**src/rtl/imem_loader.sv**
```systemverilog
// rtl/imem_loader.sv - UART byte-stream loader for the instruction memory write port
//
// Assembles a big-endian 32-bit word stream, preceded by a 16-bit word count,
// and writes the words to consecutive instruction-memory addresses starting
// at 0. The CPU is held in reset while a load is in progress or has failed.
//
// Ports:
//   clock          system clock, all logic on posedge
//   reset          synchronous, active-high reset
//   start          one-cycle pulse that begins a load session
//   rx_data        received byte
//   rx_valid       one-cycle strobe qualifying rx_data
//   imem_we        instruction-memory write enable (one-cycle pulse)
//   imem_addr      word address for the write
//   imem_wdata     instruction word to write
//   cpu_hold       high while loading or in error; OR'd into the CPU reset
//   load_done      high after a successful load, until the next start
//   load_err       high after a failed load, until the next start
//   words_written  count of words committed in the current or last session

module imem_loader #(
  parameter int ADDR_W  = 14,
  parameter int TIMEOUT = 1_000_000
) (
  input  logic              clock,
  input  logic              reset,
  input  logic              start,
  input  logic [7:0]        rx_data,
  input  logic              rx_valid,
  output logic              imem_we,
  output logic [ADDR_W-1:0] imem_addr,
  output logic [31:0]       imem_wdata,
  output logic              cpu_hold,
  output logic              load_done,
  output logic              load_err,
  output logic [ADDR_W:0]   words_written
);

  localparam int TO_W = $clog2(TIMEOUT + 1);

  localparam logic [2:0] S_IDLE = 3'd0;
  localparam logic [2:0] S_HDR  = 3'd1;
  localparam logic [2:0] S_DATA = 3'd2;
  localparam logic [2:0] S_DONE = 3'd3;
  localparam logic [2:0] S_ERR  = 3'd4;

  logic [2:0]      state;
  logic [1:0]      byte_cnt;
  logic [15:0]     n_words;
  logic [23:0]     shift;
  logic [TO_W-1:0] to_cnt;

  logic [15:0]     hdr_n;
  logic            hdr_too_big;
  logic [ADDR_W:0] ww_next;
  logic            last_commit;
  logic            timeout_hit;

  // Full count as it will be once the second header byte is latched.
  assign hdr_n       = {n_words[15:8], rx_data};
  assign hdr_too_big = 32'(hdr_n) > (32'd1 << ADDR_W);

  assign ww_next     = words_written + 1'b1;
  assign last_commit = imem_we && (32'(ww_next) == 32'(n_words));

  // The counter holds the number of idle cycles already elapsed, so the
  // idle cycle that would make it reach TIMEOUT is the one that errors out.
  assign timeout_hit = !rx_valid && (to_cnt == TO_W'(TIMEOUT - 1));

  assign cpu_hold  = (state == S_HDR) || (state == S_DATA) || (state == S_ERR);
  assign load_done = (state == S_DONE);
  assign load_err  = (state == S_ERR);

  always_ff @(posedge clock) begin
    if (reset) begin
      state         <= S_IDLE;
      byte_cnt      <= 2'd0;
      n_words       <= 16'd0;
      shift         <= 24'd0;
      to_cnt        <= '0;
      imem_we       <= 1'b0;
      imem_addr     <= '0;
      imem_wdata    <= 32'd0;
      words_written <= '0;
    end else begin
      imem_we <= 1'b0;

      // A write is counted in the cycle its enable is visible.
      if (imem_we) begin
        words_written <= ww_next;
      end

      case (state)
        S_IDLE, S_DONE, S_ERR: begin
          if (start) begin
            state         <= S_HDR;
            byte_cnt      <= 2'd0;
            to_cnt        <= '0;
            words_written <= '0;
          end
        end

        S_HDR: begin
          if (rx_valid) begin
            to_cnt <= '0;
            if (byte_cnt == 2'd0) begin
              n_words[15:8] <= rx_data;
              byte_cnt      <= 2'd1;
            end else begin
              n_words[7:0] <= rx_data;
              byte_cnt     <= 2'd0;
              if (hdr_n == 16'd0) begin
                state <= S_DONE;
              end else if (hdr_too_big) begin
                state <= S_ERR;
              end else begin
                state <= S_DATA;
              end
            end
          end else if (timeout_hit) begin
            state <= S_ERR;
          end else begin
            to_cnt <= to_cnt + 1'b1;
          end
        end

        S_DATA: begin
          // The final commit ends the session; any trailing byte is dropped.
          if (last_commit) begin
            state <= S_DONE;
          end else if (rx_valid) begin
            to_cnt   <= '0;
            shift    <= {shift[15:0], rx_data};
            byte_cnt <= byte_cnt + 1'b1;
            if (byte_cnt == 2'd3) begin
              imem_we    <= 1'b1;
              imem_wdata <= {shift, rx_data};
              imem_addr  <= words_written[ADDR_W-1:0];
            end
          end else if (timeout_hit) begin
            state <= S_ERR;
          end else begin
            to_cnt <= to_cnt + 1'b1;
          end
        end

        default: begin
          state <= S_IDLE;
        end
      endcase
    end
  end

endmodule

```
**config.mk**
```make
export PLATFORM = sky130hd
export DESIGN_NAME = imem_loader
export DESIGN_NICKNAME = d
export VERILOG_FILES = /design/src/rtl/imem_loader.sv
export SDC_FILE = /design/constraint.sdc
export NUM_CORES = 1
export LEC_CHECK = 0
export BUFFER_PORTS_ARGS = -buffer_cell sky130_fd_sc_hd__buf_2
export CORE_UTILIZATION = 24
export DETAILED_ROUTE_END_ITERATION = 10
export PLACE_DENSITY = 0.38
export SYNTH_ARGS = -nofsm -noshare
export SYNTH_HDL_FRONTEND = slang
export SYNTH_SLANG_ARGS = --single-unit
```
**constraint.sdc**
```tcl
create_clock -name clock -period 4.7 [get_ports clock]
set_input_delay 0.235 -clock clock [delete_from_list [all_inputs] [get_ports clock]]
set_output_delay 0.235 -clock clock [all_outputs]
set_load 0.01 [all_outputs]
```
Yosys cells after proc, flatten, opt, wreduce, memory -nomap -nowiden
Index checks and enable logic that the tools add are counted.

storage, ports and cells
  register bits = 127
  bits in latches = 0
  RAM bits = 0
  memory bits (read-only) = 0
  bits of input ports = 12
  output and inout port bits = 65
  memories kept = 0

cells by class
  $add $sub $neg = 3
  multipliers = 0
  divide/modulo/power cells = 0
  magnitude comparators = 1
  equal/unequal tests = 13
  shift operators = 0
  multiplexer cells = 24
  bitwise gates (word level) = 4
  reductions and logical operators = 18

operator list
  cell                                                   number
  two-way mux 20 bit                                     4
  one-hot mux 20 bit (3 select lines)                    1
  two-way mux 15 bit                                     3
  two-way mux 3 bit                                      8
  adder 20 x 1 -> 20 bit (second input constant)         1
  == test 20 bit (second input constant)                 1
  == test 15 x 16 -> 1 bit                               1
  > comparator 16 x 15 -> 1 bit (second input constant)  1
  logical NOT 16 bit                                     1
  adder 15 x 1 -> 15 bit (second input constant)         1
  AND reduction 3 bit                                    5
  one-hot mux 3 bit (3 select lines)                     1
  two-way mux 2 bit                                      4
  inequality test 2 bit (second input constant)          4
  == test 3 x 2 -> 1 bit (second input constant)         2
  inequality test 3 bit (second input constant)          2
  one-hot mux 2 bit (3 select lines)                     1
  AND reduction 5 bit                                    1
  NOT 1 bit                                              4
  AND reduction 4 bit                                    1
  OR reduction 4 bit                                     1
  == test 3 x 1 -> 1 bit (second input constant)         1
  == test 3 bit (second input constant)                  1
  logical NOT 3 bit                                      1
  9 further kinds                                        12

Logic depth before layout (Yosys ltp)
  word-level depth = 6
  depth in mapped cells = 11
  mapped depth without buffers = 8

Worst setup path before layout
Ideal clock, no wire load.

  kind = register to register
  start point = register words_written[1]
  end point = register imem_addr[1]
  library setup time = 0.128 ns
  data arrival time = 2.620 ns
  data required time = 4.572 ns
  path slack = 1.953 ns
  stages on the path, launching flop included = 12
  period minus slack after synthesis = 2.747 ns
  cell sequence = dfxtp_1 ha_1 buf_2 nand3_1 o31a_1 a2111oi_1 o2111a_1 a311o_1 buf_4 buf_6 mux2i_1 nor2_1

on the way
  cells in the longest elaborated chain, start to end = 5

RTL lines
  item                                  RTL line  RTL
  start: declaration                    36        output logic [ADDR_W:0] words_written
  start signal: assignment              90        words_written <= ww_next;
  adder 15 x 1 -> 15 bit                63        assign ww_next = words_written + 1'b1;
  == test 15 x 16 -> 1 bit              64        assign last_commit = imem_we && (32'(ww_next) == 32'(n_words));
  logical AND 1 bit                     64
  NOT 1 bit (no source line)            -
  AND reduction 4 bit (no source line)  -
  end signal: assignment                138       imem_addr <= words_written[ADDR_W-1:0];
  end: declaration                      31        output logic [ADDR_W-1:0] imem_addr,

Several ways; a longest one is shown, not always the timed one.
A chain may end at the register's enable or synchronous reset.

Worst setup path after layout
  start point = register words_written[0]
  end point = register to_cnt[19]

on the way
  cells in the longest elaborated chain, start to end = 5

RTL lines
  item                                    RTL line  RTL
  adder 15 x 1 -> 15 bit                  63
  == test 15 x 16 -> 1 bit                64
  logical AND 1 bit                       64
  inequality test 2 bit (no source line)  -
  AND reduction 3 bit (no source line)    -
  end signal: assignment                  123       to_cnt <= to_cnt + 1'b1;
  end signal: assignment                  143       to_cnt <= to_cnt + 1'b1;
  end: declaration                        51        logic [TO_W-1:0] to_cnt;

No other way between the ends.

==> results.md <==
* Status: completed
* Reg-to-Reg End: to_cnt[19]$_SDFFE_PP0P_
* Critical path buffers and inverters at 0
* YS warnings at 0
* Worst path top cell family by delay: simple AND/OR/NAND/NOR gates
* Mapped cell area at 6041 um^2
* Combinational power share at 9.6%
* Clk slew on worst S/H paths at 0.06 ns
* Ys flop type: dfxtp_1
* Max cap viols at 0
* Total grt overflow at 0
* Share of cells above drive strength 1 at 17.73%
* Min Tclk post-route at 3.513 ns
* Starting DRC count in detailed routing at 240
* Vias in the first global route at about 4.8k
* Nets at 727
* Num Clock Sinks at 127
* CP startpoint kind: flop
* CP Cell Sequence: ha_1 -> xor2_1 -> nor4b_1 -> nand4_1 -> a2111oi_2 -> and4_1 -> or2_1 -> o32ai_1
* Sw frac at around 26%
* Worst hold slack at 0.1772 ns
* Total number of vias at around 5.0k
* Die ar. at between 20000 and 30000 um^2
* Clk buf depth at 2
* Netlist cell types at 70
* Boundary Pins at slightly below 80
* Worst reg2reg path depth at 8
* Syn_area_per_cell at 9.167 um^2
* Top cell type's share of synthesized area at 42.09%
* CTS buffer count at 17
* WL/cell at 16.21 um
* Largest net degree at the start of global routing at 99
* Clk_lat worst skew at 0.42 ns
* I/O Buffers at 76
* DRC at 0
* Peak Freq at 0.2846 GHz
* Hold Path Stages at 3
* Kind of critical path: reg2reg
* Die Ht at about 160 um
* DIE WIDTH at about 160 um
* Clock root cell: clkbuf_16
* Synth async-reset ratio at 0%
* Drt via density at ~4.8
* Post-synth EDFFs at 0
* Seq/Total Area, Yosys at 42.09%
* H-tree depth at 4
* Hold Path Class: in2reg
* Setup Buffers After CTS at 0
* Rows at 57
* Register share of total power at between 40% and 50%
* Yosys top cell by area: dfxtp_1
* TritonCTS clock tree: done
* Final Hold Viols at 0
* Crit path largest cell delay at 0.62 ns
* Req. time, crit path at 4.96 ns
* Clock Skew at between 0.01 and 0.015 ns
* Synth Net Count at 675
* Number of diodes at 0
* Slew Viols, Final at 0
* Fill count at 2626
* Setup_tns at 0 ns
* Top-count cell post-synth: dfxtp_1
* Slew of the pin with the lowest slew margin at 1.093 ns
* Syn-to-layout area delta at 19.64%
* Drt total wl at 16.96 mm
* Initial core utilization at 24.62%
* Int Pwr at 2.019 mW
* HPWL after DPL at 11.57 mm
* Reg-to-Reg Start: words_written[0]$_SDFF_PP0_
* Routability Congestion at 0.8043
* Final setup violation count at 0
* Number of synthesized register bits at 127
* Post-CTS Hold Fix Bufs at 0
* Hold_sp: rx_data[7]
* Rel. slew slack at 27.13%
* Syn Inst Count at 659
* Crit-path slowest cell: a2111oi_2
* Peak fanout along the critical path at 13
* Pwr per Cell Area at between 300 and 400 nW/um^2
* Area contributors post-synth: dfxtp_1 42%, mux2i_1 15%, nor2_1 7.5%
* CORE AREA at 24530 um^2
* Fin crit share at 74.75%
* Gr usage total at 13.39%
* LEAKAGE at a little over 3 nW
* Critical Path AT at approximately 3.8 ns
* RSZ-0062 raised after global routing: false
* Initial antenna violation count at 1
* Flop-to-flop setup slack at roughly 1.2 ns
* CTS resizes at 0
* Total iterations of the first detailed-routing run at 4
* Clock share of power at 49.1%
* Peak supply drop at about 0.00020 V
* Crit end category: flop
* Hold worst-path end: imem_wdata[7]$_SDFFE_PP0P_
* Most frequent cells after synthesis: 127 x dfxtp_1, 120 x nor2_1, 89 x mux2i_1
* ANT nets after route at 0
* First-pass GRT wire length at 27.00 mm
* Sw Pwr at approximately 700 uW
==> worst max path at each step <==
stage / startpoint / end / slack [ns] / cells after the start
after detailed placement: words_written[0]$_SDFF_PP0_ / to_cnt[19]$_SDFFE_PP0P_ / 1.18 / 8
final: words_written[0]$_SDFF_PP0_ / to_cnt[19]$_SDFFE_PP0P_ / 1.19 / 8
after global routing: words_written[0]$_SDFF_PP0_ / to_cnt[2]$_SDFFE_PP0P_ / 0.88 / 8
after CTS: words_written[0]$_SDFF_PP0_ / to_cnt[19]$_SDFFE_PP0P_ / 1.17 / 8
after global placement: words_written[0]$_SDFF_PP0_ / to_cnt[19]$_SDFFE_PP0P_ / 1.26 / 8
after floorplan: words_written[1]$_SDFF_PP0_ / imem_addr[1]$_SDFFE_PP0P_ / 1.95 / 11
==> metal layers <==
metal / part of all wire [%] / track usage (%) / routed length (um) / vias to the layer above
met5: 0.059 / 0 / 10 / -
met4: 1.5 / 4.459 / 249 / 2
met3: 3.9 / 3.538 / 653 / 22
met2: 45 / 20.86 / 7671 / 84
met1: 49 / 17.83 / 8370 / 2423
li1: - / - / - / 2467
==> cell families after synthesis <==
family / synth area share (%)
AND/OR/NAND/NOR: 21.23
flip-flops: 42.09
AO/OA/AOI/OAI: 11.62
multiplexers: 14.93
buffers and inverters: 5.095
XOR/XNOR: 4.205
adder cells (fa/ha/maj): 0.8285
==> layout by cell type (no fill, tap or decap), types with 5 or more instances in the layout <==
cell type and count:
clkbuf_16 17, nor4_1 8, o31ai_1 9, mux2i_1 89, a211oi_1 7, or3_1 6
buf_2 75, o21ai_0 9, a41oi_1 8, nand2_1 24, a31oi_1 8, dfxtp_1 127
and3_1 13, nor3_1 5, o22ai_1 6, nor2b_1 5, inv_1 15, and2_1 7
nand3_1 18, nor2_1 120, xor2_1 14, a21oi_1 10, nand4_1 14, xnor2_1 15
==> cell type report <==
class                           instances  area [um^2]  share of cell area, %
Timing Repair Buffer                   79        417.9                  5.783
Inverter                               16        60.06                 0.8310
Clock inverter                         13        165.2                  2.285
Tap cell                              324        405.4                  5.609
Multi-Input combinational cell        470         3211                  44.43
Sequential cell                       127         2542                  35.18
Clock buffer                           17        425.4                  5.886
==> per-stage QoR <==
| step | area, um^2 | worst slack [ns] | total power [mW] | std cells | util (%) |
|---|---|---|---|---|---|
| after floorplan | 6041 | 1.953 | 1.332 | 659 | - |
| after global placement | 6636 | 1.263 | 1.402 | 1016 | 27.05 |
| after detailed placement | 6636 | 1.183 | 1.409 | 1016 | 27.05 |
| after CTS | 7227 | 1.172 | 2.764 | 1046 | 29.46 |
| after global routing | 7227 | 0.8828 | 2.851 | 1046 | 29.46 |
| final | 7227 | 1.187 | 2.719 | 1046 | 29.46 |
==> flip-flops by register name (all words and copies together) (netlist names) <==
name and count:
imem_wdata 32, n_words 16, to_cnt 20, state 3, words_written 15, byte_cnt 2
shift 24, imem_we 1, imem_addr 14
==> tightest hold or removal path, stage by stage <==
cell and delay [ns]:
buf_2 0.16, mux2i_1 0.09, nor2_1 0.08
==> power groups by stage <==
stage | clock network, mW | registers (mW) | logic [mW]
2_1_floorplan | 0 | 1.14 | 0.196
3_3_place_gp | 0 | 1.15 | 0.255
3_5_place_dp | 0 | 1.15 | 0.261
4_1_cts | 1.38 | 1.12 | 0.262
5_1_grt | 1.44 | 1.13 | 0.288
6_report | 1.34 | 1.12 | 0.260
No activity file was read; power rests on OpenSTA's default activity.
